[config.mk]
export PLATFORM = sky130hd
export DESIGN_NAME = gactx_result_packer_flat
export DESIGN_NICKNAME = d
export VERILOG_FILES = /design/src/rtl/gactx_result_packer_if.sv /design/src/rtl/gactx_result_packer.sv /design/src/flat_wrapper.sv
export SDC_FILE = /design/constraint.sdc
export NUM_CORES = 2
export LEC_CHECK = 0
export ABC_AREA = 1
export ABC_CLOCK_PERIOD_IN_PS = 22200
export CORE_ASPECT_RATIO = 1.5
export CORE_MARGIN = 4
export CORE_UTILIZATION = 30
export CTS_BUF_LIST = sky130_fd_sc_hd__clkbuf_16
export DETAILED_ROUTE_END_ITERATION = 7
export DONT_BUFFER_PORTS = 1
export GPL_TIMING_DRIVEN = 0
export HOLD_SLACK_MARGIN = 0.12
export MAX_ROUTING_LAYER = met4
export SLEW_MARGIN = 20
export SYNTH_ARGS = -nofsm -noshare
export SYNTH_HDL_FRONTEND = slang
export SYNTH_SLANG_ARGS = --single-unit
[constraint.sdc]
create_clock -name clk -period 22.2 [get_ports clk]
set_clock_uncertainty 0.05 [all_clocks]
set_input_delay 4.44 -clock clk [delete_from_list [all_inputs] [get_ports clk]]
set_output_delay 4.44 -clock clk [all_outputs]
set_load 0.01 [all_outputs]
[src/rtl/gactx_result_packer_if.sv]
// Output beat stream of the GACT-X result packer: 512-bit ready/valid beats with a last flag.
// The master side drives data/valid/last; the slave side drives ready.
interface gactx_result_packer_if #(
   parameter int OUT_WIDTH = 512
);
   logic [OUT_WIDTH-1:0] out_data;
   logic                 out_valid;
   logic                 out_ready;
   logic                 out_last;

   modport master (output out_data, output out_valid, output out_last, input out_ready);
   modport slave  (input out_data, input out_valid, input out_last, output out_ready);
endinterface

[src/rtl/gactx_result_packer.sv]
// Packs a GACT-X tile (header beat + direction words four per beat) into a 512-bit ready/valid stream.
// Optional trailer beat (cnt, collected, XOR of direction words) enabled by `define GACTX_PACKER_TRAILER_EN.
module gactx_result_packer #(
   parameter int DIR_WIDTH      = 128,
   parameter int OUT_WIDTH      = 512,
   parameter int FIFO_DEPTH     = 16,
   parameter int LOG_FIFO_DEPTH = 4
) (
   input  logic                       clk,
   input  logic                       rst,
   input  logic                       done_in,
   input  logic [511:0]               tile_in,
   input  logic [31:0]                dir_count_in,
   input  logic [DIR_WIDTH-1:0]       dir_in,
   input  logic                       dir_valid_in,
   gactx_result_packer_if.master      out_if,
   output logic                       busy,
   output logic                       overflow,
   output logic                       protocol_err,
   output logic [31:0]                tiles_sent
);

   typedef enum logic [2:0] {
      IDLE,
      HDR,
      PACK,
      EMIT
`ifdef GACTX_PACKER_TRAILER_EN
      , TRL
`endif
   } state_t;

   localparam logic [LOG_FIFO_DEPTH:0] PTR_ONE = 1;

   state_t state, next_state;

   logic [OUT_WIDTH-1:0]      hdr;
   logic [31:0]               cnt;
   logic [31:0]               collected;
   logic [2:0]                lane;
   logic [OUT_WIDTH-1:0]      lane_buf;

   logic [DIR_WIDTH-1:0]      fifo_mem [FIFO_DEPTH];
   logic [LOG_FIFO_DEPTH:0]   wr_ptr, rd_ptr;
   logic                      fifo_empty, fifo_full;
   logic [DIR_WIDTH-1:0]      fifo_head;
   logic                      pop, push_ok;

   logic [OUT_WIDTH-1:0]      out_data_c;
   logic                      out_valid_c, out_last_c;
   logic                      transfer;

`ifdef GACTX_PACKER_TRAILER_EN
   logic [DIR_WIDTH-1:0]      xor_acc;
   logic [OUT_WIDTH-1:0]      trailer_data;
`endif

   // Extra pointer bit distinguishes full from empty when the index bits match.
   assign fifo_empty = (wr_ptr == rd_ptr);
   assign fifo_full  = (wr_ptr[LOG_FIFO_DEPTH] != rd_ptr[LOG_FIFO_DEPTH]) &&
                       (wr_ptr[LOG_FIFO_DEPTH-1:0] == rd_ptr[LOG_FIFO_DEPTH-1:0]);
   assign fifo_head  = fifo_mem[rd_ptr[LOG_FIFO_DEPTH-1:0]];
   assign pop        = (state == PACK) && !fifo_empty;
   assign push_ok    = dir_valid_in && (!fifo_full || pop);

   assign transfer   = out_valid_c && out_if.out_ready;
   assign busy       = (state != IDLE);

   assign out_if.out_data  = out_data_c;
   assign out_if.out_valid = out_valid_c;
   assign out_if.out_last  = out_last_c;

   always_ff @(posedge clk) begin
      if (push_ok) begin
         fifo_mem[wr_ptr[LOG_FIFO_DEPTH-1:0]] <= dir_in;
      end
   end

   always_ff @(posedge clk) begin
      if (rst) begin
         wr_ptr   <= '0;
         rd_ptr   <= '0;
         overflow <= 1'b0;
      end else begin
         if (push_ok) begin
            wr_ptr <= wr_ptr + PTR_ONE;
         end
         if (pop) begin
            rd_ptr <= rd_ptr + PTR_ONE;
         end
         if (dir_valid_in && fifo_full && !pop) begin
            overflow <= 1'b1;
         end
      end
   end

   always_ff @(posedge clk) begin
      if (rst) begin
         state <= IDLE;
      end else begin
         state <= next_state;
      end
   end

   always_comb begin
      next_state = state;
      case (state)
         IDLE: if (done_in) next_state = HDR;
         HDR: begin
            if (transfer) begin
               if (cnt != 32'd0) begin
                  next_state = PACK;
               end else begin
`ifdef GACTX_PACKER_TRAILER_EN
                  next_state = TRL;
`else
                  next_state = IDLE;
`endif
               end
            end
         end
         PACK: begin
            if (pop && ((lane == 3'd3) || (collected + 32'd1 == cnt))) begin
               next_state = EMIT;
            end
         end
         EMIT: begin
            if (transfer) begin
               if (collected != cnt) begin
                  next_state = PACK;
               end else begin
`ifdef GACTX_PACKER_TRAILER_EN
                  next_state = TRL;
`else
                  next_state = IDLE;
`endif
               end
            end
         end
`ifdef GACTX_PACKER_TRAILER_EN
         TRL: if (transfer) next_state = IDLE;
`endif
         default: next_state = IDLE;
      endcase
   end

`ifdef GACTX_PACKER_TRAILER_EN
   always_comb begin
      trailer_data                     = '0;
      trailer_data[31:0]               = cnt;
      trailer_data[63:32]              = collected;
      trailer_data[64 +: DIR_WIDTH]    = xor_acc;
   end
`endif

   // Outputs decode purely from registered state, so they hold steady under backpressure.
   always_comb begin
      out_data_c  = '0;
      out_valid_c = 1'b0;
      out_last_c  = 1'b0;
      case (state)
         HDR: begin
            out_data_c  = hdr;
            out_valid_c = 1'b1;
`ifndef GACTX_PACKER_TRAILER_EN
            out_last_c  = (cnt == 32'd0);
`endif
         end
         EMIT: begin
            out_data_c  = lane_buf;
            out_valid_c = 1'b1;
`ifndef GACTX_PACKER_TRAILER_EN
            out_last_c  = (collected == cnt);
`endif
         end
`ifdef GACTX_PACKER_TRAILER_EN
         TRL: begin
            out_data_c  = trailer_data;
            out_valid_c = 1'b1;
            out_last_c  = 1'b1;
         end
`endif
         default: ;
      endcase
   end

   always_ff @(posedge clk) begin
      if (rst) begin
         hdr          <= '0;
         cnt          <= '0;
         collected    <= '0;
         lane         <= '0;
         lane_buf     <= '0;
         protocol_err <= 1'b0;
         tiles_sent   <= '0;
`ifdef GACTX_PACKER_TRAILER_EN
         xor_acc      <= '0;
`endif
      end else begin
         if ((state == IDLE) && done_in) begin
            hdr       <= tile_in;
            cnt       <= dir_count_in;
            collected <= '0;
            lane      <= '0;
            lane_buf  <= '0;
`ifdef GACTX_PACKER_TRAILER_EN
            xor_acc   <= '0;
`endif
         end
         if ((state != IDLE) && done_in) begin
            protocol_err <= 1'b1;
         end
         if (pop) begin
            for (int i = 0; i < 4; i++) begin
               if (lane[1:0] == 2'(i)) begin
                  lane_buf[i*DIR_WIDTH +: DIR_WIDTH] <= fifo_head;
               end
            end
            lane      <= lane + 3'd1;
            collected <= collected + 32'd1;
`ifdef GACTX_PACKER_TRAILER_EN
            xor_acc   <= xor_acc ^ fifo_head;
`endif
         end
         if ((state == EMIT) && transfer) begin
            lane     <= '0;
            lane_buf <= '0;
         end
         if (transfer && out_last_c) begin
            tiles_sent <= tiles_sent + 32'd1;
         end
      end
   end

endmodule

[src/flat_wrapper.sv]
// flat-port wrapper written by rule: the top's interface ports become plain ports
module gactx_result_packer_flat 
#(
   parameter int DIR_WIDTH      = 128,
   parameter int OUT_WIDTH      = 512,
   parameter int FIFO_DEPTH     = 16,
   parameter int LOG_FIFO_DEPTH = 4
)
  (clk, rst, done_in, tile_in, dir_count_in, dir_in, dir_valid_in, busy, overflow, protocol_err, tiles_sent, out_if_out_data, out_if_out_valid, out_if_out_last, out_if_out_ready);
  gactx_result_packer_if #(.OUT_WIDTH(OUT_WIDTH)) out_if_i ();
  input  logic clk;
  input  logic rst;
  input  logic done_in;
  input  logic [511:0] tile_in;
  input  logic [31:0] dir_count_in;
  input  logic [DIR_WIDTH-1:0] dir_in;
  input  logic dir_valid_in;
  output logic busy;
  output logic overflow;
  output logic protocol_err;
  output logic [31:0] tiles_sent;
  output wire logic [$bits(out_if_i.out_data)-1:0] out_if_out_data;
  output wire logic [$bits(out_if_i.out_valid)-1:0] out_if_out_valid;
  output wire logic [$bits(out_if_i.out_last)-1:0] out_if_out_last;
  input wire logic [$bits(out_if_i.out_ready)-1:0] out_if_out_ready;
  assign out_if_out_data = out_if_i.out_data;
  assign out_if_out_valid = out_if_i.out_valid;
  assign out_if_out_last = out_if_i.out_last;
  assign out_if_i.out_ready = out_if_out_ready;
  gactx_result_packer #(.DIR_WIDTH(DIR_WIDTH), .OUT_WIDTH(OUT_WIDTH), .FIFO_DEPTH(FIFO_DEPTH), .LOG_FIFO_DEPTH(LOG_FIFO_DEPTH)) u_core (.clk(clk), .rst(rst), .done_in(done_in), .tile_in(tile_in), .dir_count_in(dir_count_in), .dir_in(dir_in), .dir_valid_in(dir_valid_in), .out_if(out_if_i), .busy(busy), .overflow(overflow), .protocol_err(protocol_err), .tiles_sent(tiles_sent));
endmodule
**Word-level counts from Yosys, hierarchy flattened**

Memories as Yosys holds them, arrays and structs flattened. A register that Yosys moved wholly into a read port is not among the register bits.
Index checks and enable logic that the tools add are counted.

- Reductions and logical operators: 25
- Eq/ne operators: 17
- Mux-type cells: 24
- Add/sub/neg operators: 5

Operators by type and width:

| operator | count |
|---|---|
| $mux W512 | 2 |
| $pmux W512 S2 | 1 |
| $mux W128 | 4 |
| $add A32 B1 Y32 const B | 2 |
| $eq A32 B32 Y1 | 2 |
| $mux W32 | 2 |
| $logic_not A32 Y1 | 1 |
| $ne A32 B32 Y1 | 1 |
| $reduce_bool A32 Y1 | 1 |
| $mux W3 | 6 |
| $pmux W3 S4 | 1 |
| $logic_and A1 B1 Y1 | 11 |
| $add A5 B1 Y5 const B | 2 |
| $eq A3 B2 Y1 const B | 3 |
| $mux W4 | 2 |
| $eq A5 B5 Y1 | 1 |
| $eq A2 B2 Y1 const B | 2 |
| $eq A4 B4 Y1 | 1 |
| $mux W2 | 2 |
| $ne A2 B1 Y1 const B | 2 |
| $ne A2 B2 Y1 const B | 2 |
| $reduce_and A4 Y1 | 1 |
| $reduce_or A2 Y1 | 2 |
| $add A3 B1 Y3 const B | 1 |
| 11 further kinds | 16 |

- Logic and storage cells: 83
- Flip-flop bits (word level): 1,138
- Output and inout port bits: 549
- Memories kept: 1
- Memory bits (writable): 2,048
- Input bits: 677

Memories:

| name | words | bits a word | read ports | clocked after memory_dff | wr ports | RTL line | text |
|---|---|---|---|---|---|---|---|
| u_core.fifo_mem | 16 | 128 | 1 | 1 | 1 | gactx_result_packer.sv:43 | `logic [DIR_WIDTH-1:0] fifo_mem [FIFO_DEPTH];` |

**Depth between registers and ports, before layout**

- Depth in word-level cells: 7
- Depth in mapped cells: 19
- Gate-level depth less buffers: 19

**Least setup slack after synthesis**

No wires, ideal clock.

- Path kind: input port to flip-flop
- From: in dir_valid_in
- To: reg u_core.wr_ptr[4]
- Buffers on the path: 0
- Arrival time: 10.784 ns
- Setup slack: 11.239 ns
- Stages: 7
- Required time: 22.023 ns
- Library setup time: 0.127 ns
- Path through: nand2_1 inv_1 nand2_1 nor2_1 inv_1 o21ai_0 a21oi_1

- Word-level cells in the longest chain between the ends: 1

Ends and longest elaborated chain:

| element | RTL line | text |
|---|---|---|
| from (decl) | flat_wrapper.sv:17 | `input logic dir_valid_in;` |
| $logic_and A1 B1 Y1 | gactx_result_packer.sv:64 | `assign push_ok = dir_valid_in && (!fifo_full \|\| pop);` |
| to (signal assigned) | gactx_result_packer.sv:86 | `wr_ptr <= wr_ptr + PTR_ONE;` |
| to (decl) | gactx_result_packer.sv:44 | `logic [LOG_FIFO_DEPTH:0] wr_ptr, rd_ptr;` |

No other way between the ends.
A chain may end at the register's enable or synchronous reset.

**Worst setup path in the final report**

- From: reg u_core.state[0]
- To: out out_if_out_data[249]

- Word-level cells in the longest chain between the ends: 2
- Elaborated cells on any way between the ends: 3
- Classes of those cells: 2 x eq/ne; 1 x mux

Ends and longest elaborated chain:

| element | RTL line | text |
|---|---|---|
| from (decl) | gactx_result_packer.sv:35 | `state_t state, next_state;` |
| from (signal assigned) | gactx_result_packer.sv:101 | `state <= next_state;` |
| $eq A3 B2 Y1 / $eq A3 B1 Y1 (equally long branches) | gactx_result_packer.sv:161 | `case (state)` |
| $pmux W512 S2 (*) | gactx_result_packer.sv:161 |  |
| to (decl) | flat_wrapper.sv:22 | `output wire logic [$bits(out_if_i.out_data)-1:0] out_if_out_data;` |

Every way passes the cells marked *; elsewhere a longest branch is shown, timed or not.

==> impl_metrics.py <==
metrics = {
    "clock_tree": {
        "cts_resized": 0,
        "ctsRootBufferMaster": "clkbuf_16",
        "cts_buffers": 322,
        "clock_sinks": 3189,
        "htree_levels": 5,
        "cts_tree": "yes",
        "postCtsHoldBufs": 0,
        "clockBufferDepth": 4,
        "clk_latency_ns": 1.05,
        "postCtsSetupBuffers": 0,
        "clk_pin_slew_ns": 0.06,
    },
    "floorplan": {
        "initial_core_util": 0.3017,
        "boundaryPins": 1226,
        "core_mm2": 0.4249,
        "dieArea_mm2": 0.4380,
        "rows": 293,
        "die_width_um": 541.7,
        "dieHeight_um": 808.6,
    },
    "power": {
        "leakage_uw": 0.05111,
        "power.total_uw": 15210,
        "pwr_density_cell_mw_per_mm2": 100.6,
        "vdd_drop_max_mv": 0.06274,
    },
    "synth": {
        "yosysTopAreaCell": "edfxtp_1",
        "synth-edff-count": 2048,
        "synth_top_cell_area_share": 0.4798,
        "yosysUniqueCellTypes": 55,
        "syn_nets": 13300,
        "synthTopCellsByArea": "edfxtp_1 (48%), dfxtp_1 (18%), o21ai_0 (9.5%), nor2_1 (7.1%), nand2_1 (3.7%)",
        "synth_seq_area_share": 0.6579,
        "ys_seq_elements": 3189,
        "yosysWarnings": 0,
        "syn-cell-area_mm2": 0.1282,
        "syn_inst": 12610,
        "async_reset_ff_frac": 0,
        "yosysMostFrequentCell": "nor2_1",
        "ys.flop_type": "edfxtp_1",
        "ys_top_cells_by_count": "nor2_1 (2437), o21ai_0 (2424), edfxtp_1 (2048)",
        "syn_avg_cell_area_um2": 10.16,
    },
    "drt": {
        "wl_mm": 753.9,
        "wl_per_cell_um": 39.18,
        "ant_nets": 0,
        "vias": 109300,
        "drc": 4,
        "drt_pass1_iterations": 8,
        "drtIter0Drc": 15710,
        "vias_per_cell": 5.682,
    },
    "worst_setup_path": {
        "worst-setup-path-type": "register to output pin",
        "required_ns": 17.71,
        "cp_max_fo": 10,
        "cp_data_arrival_time_ns": 5.00,
        "start_kind": "register",
        "cp-end-kind": "output pin",
    },
    "sta": {
        "worstMarginPinSlew_ns": 1.403,
        "relSlewSlack": 0.05450,
        "setup_tns_ns": 0,
        "worst_slack_ns": 12.71,
        "max_freq_mhz": 105.4,
        "rsz0062_at_grt": "false",
        "finalCriticalPeriod_ns": 9.492,
        "setup_violations": 0,
        "hold_viol_final": 0,
        "finalMaxSlewViolations": 0,
        "timing.final.crit_share": 0.4276,
    },
    "placement": {
        "place_ws_ns": 13.84,
        "dpl_cell_area_mm2": 0.1401,
        "hpwlAfterDp_mm": 589.4,
        "gp_congestion": 1.055,
        "portBuffers": 0,
        "dp.cells": 18410,
    },
    "layout": {
        "area_growth_pct": 17.96,
        "fin_cells": 19240,
        "finish.instance_area_mm2": 0.1512,
        "drive_above_1_share": 0.07609,
        "fin_nets": 13820,
    },
    "grt": {
        "grt_overflow": 0,
        "grt_usage": 0.3400,
        "grt_pass1_vias": 100000,
        "grt_max_degree": 20,
        "antenna_found_initial": 234,
        "grt_first_pass_wirelength_mm": 963.7,
    },
    "status": {
        "status": "finished, violations left",
        "violations": "DRC",
    },
    "run": {
        "drv_cap": 0,
    },
    "worst_hold_path": {
        "min_path_type": "register to register",
    },
}
## cell families (layout without fill, tap and decap cells)
logic type	count (synthesis)	count (layout)	share of synthesized area
other	0	244	0
adder cells (fa/ha/maj)	12	12	0.001171
flip-flops	3189	3189	0.6579
AND/OR/NAND/NOR	3938	3938	0.1191
XOR/XNOR	64	64	0.004490
AO/OA/AOI/OAI	3874	3874	0.1709
buffers and inverters	1534	2315	0.04639
## cell usage in the layout, fill, tap and decap left out, drive strengths merged, types with 90 or more instances in the layout
cell / instances
inv: 649
o211ai: 90
o21ai: 2450
buf: 351
nand3: 148
clkinv: 134
o221ai: 211
clkbuf: 1136
a22o: 144
a211oi: 146
a21oi: 469
nand2: 1260
diode: 244
o22ai: 330
nor2: 2452
dfxtp: 1141
edfxtp: 2048
## per-stage QoR
stage | hold WS [ns] | util
floorplan | 0.3994 | -
global placement | 0.4091 | 0.3182
detailed placement | 0.4108 | 0.3297
CTS | 0.4239 | 0.3543
global route | 0.4403 | 0.3555
finish | 0.4283 | 0.3559
## per-layer routing
| metal | vias up | GRT usage | wire (µm) |
|---|---|---|---|
| li1 | 45670 | - | - |
| met5 | - | - | 0 |
| met1 | 53550 | 0.3313 | 234500 |
| met3 | 2154 | 0.1562 | 104000 |
| met2 | 7963 | 0.5127 | 333300 |
| met4 | 0 | 0.2882 | 82020 |
## worst max-delay path, stage by stage (launching register included)
cell and delay, ns:
dfxtp_1 0.63, inv_1 0.19, nor2_4 0.45, buf_16 0.25, clkbuf_2 0.55, clkbuf_1 1.01, nand2_1 0.49, o21ai_0 0.40
## sequential cells by signal, indices dropped and copies added (netlist names), named ones only
| register | flops |
|---|---|
| u_core.protocol_err | 1 |
| u_core.lane | 3 |
| u_core.wr_ptr | 5 |
| u_core.lane_buf | 512 |
| u_core.hdr | 512 |
| u_core.collected | 32 |
| u_core.rd_ptr | 5 |
| u_core.cnt | 32 |
| u_core.tiles_sent | 32 |
| u_core.fifo_mem | 2048 |
| u_core.overflow | 1 |
| u_core.state | 2 |
## report_power, final
| part | switching (µW) | internal (µW) | total, µW |
|---|---|---|---|
| combinational | 2270 | 573 | 2850 |
| clock | 2540 | 3030 | 5570 |
| sequential | 246 | 6550 | 6790 |
## cell type report
cell class | instances | area (µm²)
inverters | 568 | 2132
clock buffers | 327 | 8183
well taps | 5605 | 7013
clock inverters | 260 | 2278
plain buffers | 966 | 3965
diodes | 244 | 610.6
multi-input cells | 7888 | 38300
repair buffers | 194 | 4385
flip-flops and latches | 3189 | 84340
fillers | 42350 | 273700
## path summary, 6_finish.rpt
| path | start | to | slack, ns | cells after the start |
|---|---|---|---|---|
| min | u_core.lane_buf[486]$_SDFF_PP0_ | u_core.lane_buf[486]$_SDFF_PP0_ | 0.43 | 2 |
| max | u_core.state[0]$_SDFFE_PP0P_ | out_if_out_data[249] | 12.71 | 7 |
| min reg2reg | u_core.lane_buf[486]$_SDFF_PP0_ | u_core.lane_buf[486]$_SDFF_PP0_ | 0.43 | 2 |
| max reg2reg | register | u_core.lane_buf[456]$_SDFF_PP0_ | 17.18 | 8 |
Power figures use the tool's default switching activity.
